--- src/rtl/div_pkg.sv ---
// div_pkg: shared width, FSM state encoding and divide-by-zero quotient for the divider
package div_pkg;
    localparam int DIV_WIDTH = 16;
    localparam logic [DIV_WIDTH-1:0] DZ_QUOT = 16'hFFFF;
    typedef enum logic [1:0] {S_IDLE, S_RUN, S_DONE} state_t;
endpackage

--- src/rtl/div_step.sv ---
// div_step: one combinational restoring-division step (shift in a dividend bit, trial subtract)
module div_step
    import div_pkg::*;
#(
    parameter int WIDTH = DIV_WIDTH
) (
    input  logic [WIDTH-1:0] rem,
    input  logic             din,
    input  logic [WIDTH-1:0] dvs,
    output logic [WIDTH-1:0] rem_nxt,
    output logic             qbit
);
    logic [WIDTH:0] sh;
    // keep the difference only when the shifted remainder covers the divisor; otherwise restore
    always_comb begin
        sh = {rem, din};
        qbit = sh >= {1'b0, dvs};
        rem_nxt = qbit ? sh[WIDTH-1:0] - dvs : sh[WIDTH-1:0];
    end
endmodule

--- src/rtl/div.sv ---
// div: sequential restoring divider, one quotient bit per clock; DIV_SIGNED_EN adds SGN two's-complement mode
module div
    import div_pkg::*;
#(
    parameter int WIDTH = DIV_WIDTH
) (
    input  logic             CLK,
    input  logic             RST_N,
    input  logic             START,
    input  logic [WIDTH-1:0] A,
    input  logic [WIDTH-1:0] B,
`ifdef DIV_SIGNED_EN
    input  logic             SGN,
`endif
    output logic             BUSY,
    output logic             DONE,
    output logic             DZ,
    output logic [WIDTH-1:0] HI,
    output logic [WIDTH-1:0] LO
);
    localparam int CW = $clog2(WIDTH);
    state_t state, state_nxt;
    logic [WIDTH-1:0] rem, dvd, dvs, rem_nxt, a_mag, b_mag, quo;
    logic [CW-1:0] cnt;
    logic qbit, zb, accept, last, neg_a, neg_b, neg_q, neg_r;

`ifdef DIV_SIGNED_EN
    assign neg_a = SGN & A[WIDTH-1];
    assign neg_b = SGN & B[WIDTH-1];
    // remember result signs at capture: quotient negative on sign mismatch, remainder follows A
    always_ff @(posedge CLK or negedge RST_N) begin
        if (!RST_N) begin
            neg_q <= 1'b0;
            neg_r <= 1'b0;
        end else if (accept) begin
            neg_q <= neg_a ^ neg_b;
            neg_r <= neg_a;
        end
    end
`else
    assign neg_a = 1'b0;
    assign neg_b = 1'b0;
    assign neg_q = 1'b0;
    assign neg_r = 1'b0;
`endif

    assign a_mag  = neg_a ? -A : A;
    assign b_mag  = neg_b ? -B : B;
    assign accept = START && state != S_RUN;
    assign last   = state == S_RUN && cnt == '0;
    assign quo    = {dvd[WIDTH-2:0], qbit};

    div_step #(.WIDTH(WIDTH)) u_step (
        .rem     (rem),
        .din     (dvd[WIDTH-1]),
        .dvs     (dvs),
        .rem_nxt (rem_nxt),
        .qbit    (qbit)
    );

    // state register
    always_ff @(posedge CLK or negedge RST_N) begin
        if (!RST_N) state <= S_IDLE;
        else        state <= state_nxt;
    end

    // next state: START wins outside RUN, RUN ends on the last step, DONE lasts one cycle
    always_comb begin
        state_nxt = accept ? S_RUN : last ? S_DONE : state == S_RUN ? S_RUN : S_IDLE;
    end

    // status outputs decoded from state
    always_comb begin
        BUSY = state == S_RUN;
        DONE = state == S_DONE;
    end

    // datapath: capture magnitudes, iterate the step, register signed-corrected results on the last step
    always_ff @(posedge CLK or negedge RST_N) begin
        if (!RST_N) begin
            rem <= '0;
            dvd <= '0;
            dvs <= '0;
            cnt <= '0;
            zb  <= 1'b0;
            DZ  <= 1'b0;
            HI  <= '0;
            LO  <= '0;
        end else if (accept) begin
            rem <= '0;
            dvd <= a_mag;
            dvs <= b_mag;
            cnt <= CW'(WIDTH - 1);
            zb  <= B == '0;
        end else if (state == S_RUN) begin
            rem <= rem_nxt;
            dvd <= quo;
            cnt <= cnt - CW'(1);
            if (last) begin
                HI <= neg_r ? -rem_nxt : rem_nxt;
                LO <= zb ? WIDTH'(DZ_QUOT) : neg_q ? -quo : quo;
                DZ <= zb;
            end
        end
    end
endmodule

--- config.mk ---
export PLATFORM = sky130hd
export DESIGN_NAME = div
export DESIGN_NICKNAME = d
export VERILOG_FILES = /design/src/rtl/div_pkg.sv /design/src/rtl/div_step.sv /design/src/rtl/div.sv
export SDC_FILE = /design/constraint.sdc
export NUM_CORES = 1
export LEC_CHECK = 0
export CORE_ASPECT_RATIO = 0.9
export CORE_MARGIN = 10
export CORE_UTILIZATION = 45
export DETAILED_ROUTE_END_ITERATION = 16
export PLACE_DENSITY = 0.7
export SLEW_MARGIN = 25
export SYNTH_ARGS = -nofsm -noshare
export SYNTH_HDL_FRONTEND = slang
export SYNTH_SLANG_ARGS = --single-unit
--- constraint.sdc ---
create_clock -name CLK -period 2.8 [get_ports CLK]
set_clock_uncertainty 0.15 [all_clocks]
set_input_delay 0.28 -clock CLK [delete_from_list [all_inputs] [get_ports CLK]]
set_output_delay 0.28 -clock CLK [all_outputs]
set_load 0.005 [all_outputs]
=== After elaboration in Yosys (flattened, before gate mapping) ===
Cells that the tools add are included.

* Register bits after elaboration: 88
* Output and inout port bits: 35
* Word-level logic and storage cells: 33

* Add/subtract/negate cells: 2
* Order comparisons: 1
* Equal/unequal tests: 3
* Mux-type cells: 11
* Bitwise operators: 1
* Reduce and logical (&&, ||, !) cells: 6

{| class="wikitable"
|+ Operator list
! kind !! number
|-
| 16-bit two-way mux || 6
|-
| 17-bit by 16-bit >= comparator with 1-bit output || 1
|-
| 16-bit zero test || 1
|-
| 16-bit subtractor || 1
|-
| 4-bit two-way mux || 2
|-
| 4-bit zero test || 1
|-
| 2-bit two-way mux || 2
|-
| 4-bit by 1-bit subtractor with 4-bit output, second input constant || 1
|-
| 3-bit AND reduction || 1
|-
| 2-bit by 1-bit == test with 1-bit output, second input constant || 1
|-
| 2-bit == test, second input constant || 1
|-
| 1-bit logical AND || 2
|-
| 2-bit by 1-bit != test with 1-bit output, second input constant || 1
|-
| 2-bit nonzero test || 1
|-
| 1-bit two-way mux || 1
|-
| 1-bit NOT || 1
|}

=== Longest topological paths before layout ===
* Word-level depth: 4
* Mapped depth: 11

=== By module ===
Synthesis repeated with hierarchy kept, for this count alone.

* Cell total of the unflattened synthesis: 470
* Area, all modules: 4868.4 µm²

{| class="wikitable"
|+ Modules (own cells, without submodules)
! module !! times used !! cells an instance !! area each (µm²) !! sequential area each (µm²)
|-
| div || 1 || 314 || 3703.6 || 2202.1
|-
| div_step || 1 || 156 || 1164.9 || 0.0
|}

=== Least setup slack after synthesis ===
No wires, ideal clock.

* Path type: flip-flop to flip-flop
* Start point: register dvd[15]
* End point: register rem[14]
* Setup time: 0.145 ns
* Arrival time: 2.150 ns
* Required time: 2.505 ns
* Slack: 0.355 ns
* Cell stages (with the launch flop): 11
* Path buffers: 0
* Path through: dfrtp_1 inv_1 ha_1 inv_1 fa_1 a21oi_1 o31ai_1 o31ai_1 mux2i_1 a2111oi_1 a221oi_2

* Cells in the longest elaborated chain, start to end: 4

{| class="wikitable"
|+ RTL lines
! element !! line !! source
|-
| from (decl) || div.sv:23 || <nowiki>logic [WIDTH-1:0] rem, dvd, dvs, rem_nxt, a_mag, b_mag, quo;</nowiki>
|-
| from (signal assigned) || div.sv:91 || <nowiki>dvd <= a_mag;</nowiki>
|-
| from (signal assigned) || div.sv:97 || <nowiki>dvd <= quo;</nowiki>
|-
| 16-bit subtractor / 17-bit by 16-bit >= comparator with 1-bit output (equally long branches) || div_step.sv:18, div_step.sv:17 ||
|-
| 16-bit two-way mux (*) || div_step.sv:18 || <nowiki>rem_nxt = qbit ? sh[WIDTH-1:0] - dvs : sh[WIDTH-1:0];</nowiki>
|-
| 16-bit two-way mux (*) || div.sv:95 || <nowiki>end else if (state == S_RUN) begin</nowiki>
|-
| 16-bit two-way mux (*) || div.sv:89 || <nowiki>end else if (accept) begin</nowiki>
|-
| to (signal assigned) || div.sv:96 || <nowiki>rem <= rem_nxt;</nowiki>
|-
| to (decl) || div.sv:23 ||
|}

Mark *: on every way between the ends. The rest lies on a longest branch, timed or not. The select of a mux whose other input is x is not followed.
A chain may end at the register's enable or synchronous reset.

=== Worst setup path after layout ===
* Start point: register dvd[15]
* End point: register HI[14]

* Cells in the longest elaborated chain, start to end: 2

{| class="wikitable"
|+ RTL lines
! element !! line !! source
|-
| 16-bit subtractor / 17-bit by 16-bit >= comparator with 1-bit output (equally long branches) || div_step.sv:18, div_step.sv:17 ||
|-
| 16-bit two-way mux (*) || div_step.sv:18 ||
|-
| to (signal assigned) || div.sv:100 || <nowiki>HI <= neg_r ? -rem_nxt : rem_nxt;</nowiki>
|-
| to (decl) || div.sv:18 || <nowiki>output logic [WIDTH-1:0] HI,</nowiki>
|}

Mark *: on every way between the ends. The rest lies on a longest branch, timed or not.

==> flow_summary.ini <==
[route]
drc = 0
routed_wirelength_um = 14100
viasPerCell = 5.83
detail_route.wl_per_cell_um = 18.5
drtPass1Iterations = 5
vias = 4452
antenna_left = 0
drtIter0Drc = 441

[yosys]
yosys_warnings = 0
synth_ff_type = dfrtp_1
synthCells = 533
async_reset_ff_share_pct = 100
avgSynthCellArea_um2 = 9.44
synth_nets = 587
synth.distinct_cells = 62
mappedNetlistArea_um2 = 5030
synth_top_area_share_pct = 43.8
yosysSeqAreaShare_pct = 43.8
synth_most_common_cell = dfrtp_1
yosys-top-cells-area = dfrtp_1 (44%), nand2_1 (5.4%), o21ai_0 (4.9%), ha_1 (4.5%), mux2_2 (3.8%)
yosys-top-cells-count = dfrtp_1 (88), nand2_1 (73), o21ai_0 (49)
synth_edf_count = 0
synth-seq-cells = 88
synth_top_cell_by_area = dfrtp_1

[setup_path]
rr_startpoint = dvd[15]$_DFFE_PN0P_
rrSetupSlack_ns = 0.01
path_class = reg2reg
crit_fanout = 4
worstPathArrival_ns = 2.85
end_kind = flip-flop
critPathLaunch = dvd[15]$_DFFE_PN0P_
reg2reg_to = HI[14]$_DFFE_PN0P_
reg2reg_depth = 10
cp.required_ns = 2.87
critPathLaunchType = flip-flop

[global_route]
grt_usage_pct = 17.9
grt_pass1_vias = 4307
antenna_found_initial = 0
grt_max_degree = 54
grt_pass1_wl_um = 23100
grt_overflow = 0

[finish]
fillers = 965
drive_gt1_share_pct = 13.7
seq_area_um2 = 2200
fin_area_um2 = 6290
n_antenna_cell = 0
multi_input_area_um2 = 2560
utilization_pct = 57.7
final_nets = 661
syn_to_final_growth_pct = 24.9

[timing]
maxClockFrequency_ghz = 0.359
slew_headroom_pct = 47.5
setup_violations = 0
hold_viol_final = 0
drv_slew = 0
timing.final.crit_share_pct = 99.5
tightest_slew_ns = 0.786
setup_slack_ns = 0.0140
fin_crit_ns = 2.79
rsz0062_at_grt = true
whs_ns = 0.296

[placement]
dp_slack_ns = 0.0584
routabilityCongestion = 0.955
port_buffers = 69
dpl_cell_area_um2 = 5960
dpl.hpwl_um = 10200

[status]
status = finished, final reports clean

[min_path]
hp-class = in2async

[die]
die-area_um2 = 15800
core-area_um2 = 10900
die_h_um = 120
initial_utilization_pct = 46.2
rows = 36
io_pins = 70
die_x_um = 131

[job]
drv_cap = 0

[clock_network]
path_clk_slew_ns = 0.07
cts_buffers = 9
root_buffer = clkbuf_16
cts_sinks = 88
cts_post_setup_buffers_inserted = 0
clock_path_buffers = 2
cts_max_level = 3
clk_latency_ns = 0.35
cts_tree = yes

[power]
p_leak_uw = 0.00276
ir_drop_uv = 532
cellPowerDensity_nw_per_um2 = 1520
how the worst max path moves through the flow:
stage | end | slack, ns | depth (start not counted)
floorplan | rem[14]$_DFFE_PN0P_ | 0.35 | 10
global placement | HI[2]$_DFFE_PN0P_ | 0.18 | 8
detailed placement | HI[14]$_DFFE_PN0P_ | 0.06 | 10
CTS | HI[14]$_DFFE_PN0P_ | 0.07 | 10
global route | HI[14]$_DFFE_PN0P_ | -0.009 | 10
finish | HI[14]$_DFFE_PN0P_ | 0.01 | 10
cell type report:
cell class,instances,area share [%]
inverters,26,1.55
repair buffers,97,14.7
multi-input cells,385,40.8
flip-flops and latches,88,35.0
clock buffers,11,3.86
clock inverters,5,1.01
well taps,152,3.02
flip-flops by register name, indices dropped and copies added (netlist names):
register,flops
HI,16
LO,16
dvd,16
dvs,16
rem,16
cnt,4
state,2
DZ,1
zb,1
stage by stage:
| stage | power (µW) | setup TNS [ns] | instances |
|---|---|---|---|
| 5_1_grt | 10200 | -0.00946 | 764 |
| 3_3_place_gp | 8000 | 0 | 747 |
| 4_1_cts | 9510 | 0 | 764 |
| 2_1_floorplan | 6210 | 0 | 533 |
| 6_report | 9550 | 0 | 764 |
| 3_5_place_dp | 8160 | 0 | 747 |
where the power goes:
part / internal, µW / switching [µW]
sequential: 1930 / 499
combinational: 2560 / 3310
clock: 723 / 526
total: 5210 / 4340
critical path, stage by stage (launching register included):
cell and delay (ns):
dfrtp_1 0.41, inv_1 0.07, ha_1 0.16, inv_1 0.06, fa_1 0.42, a21oi_2 0.24
o31ai_1 0.10, o31ai_1 0.29, mux2i_1 0.17, a2111oi_1 0.47, nor3_1 0.11
metal layers:
layer  global-route usage (%)  share of wire (%)
met1                     24.2                 46
met4                     3.96               0.94
met5                        0                  0
met3                     5.26                7.8
met2                     28.0                 46
cell families (layout without fill, tap and decap cells):
family	count (synthesis)	after routing	synth area share, %
and+or+nand+nor	194	194	19.2
xor gates and xnor gates	10	10	1.74
muxes	33	33	6.99
adders and majority gates	19	19	4.87
DFF	88	88	43.8
AOI/OAI and AO/OA	129	129	18.0
buffers and inverters	60	139	5.44
placed cells by master, fill, tap and decap left out, types with 3 or more instances in the layout:
cell	Yosys	layout
a21o_1	3	3
a21oi_1	16	15
a21oi_2	4	5
a31oi_1	5	5
a41oi_1	4	4
buf_4	2	26
clkbuf_16	0	9
clkdlybuf4s50_1	0	68
dfrtp_1	88	88
ha_1	18	18
inv_1	24	24
mux2_2	17	17
mux2i_1	16	16
nand2_1	73	73
nand2b_1	7	7
nand3_1	20	20
nand3b_1	13	13
nand4_1	18	18
nor2_1	26	26
nor3_1	12	12
nor4_1	6	6
o211ai_1	12	12
o21ai_0	49	49
o221ai_1	4	4
o311ai_2	3	3
o31ai_1	7	7
or3_1	3	3
xnor2_1	9	9
timing repair:
action | CTS | global route
cloned | 0 | 0
endpoints found under the hold margin | 37 | 0
setup endpoints to repair | 1 | 7
hold buffers | 1 | 0
resized for setup | 2 | 1
No activity file was read; power rests on OpenSTA's default activity.
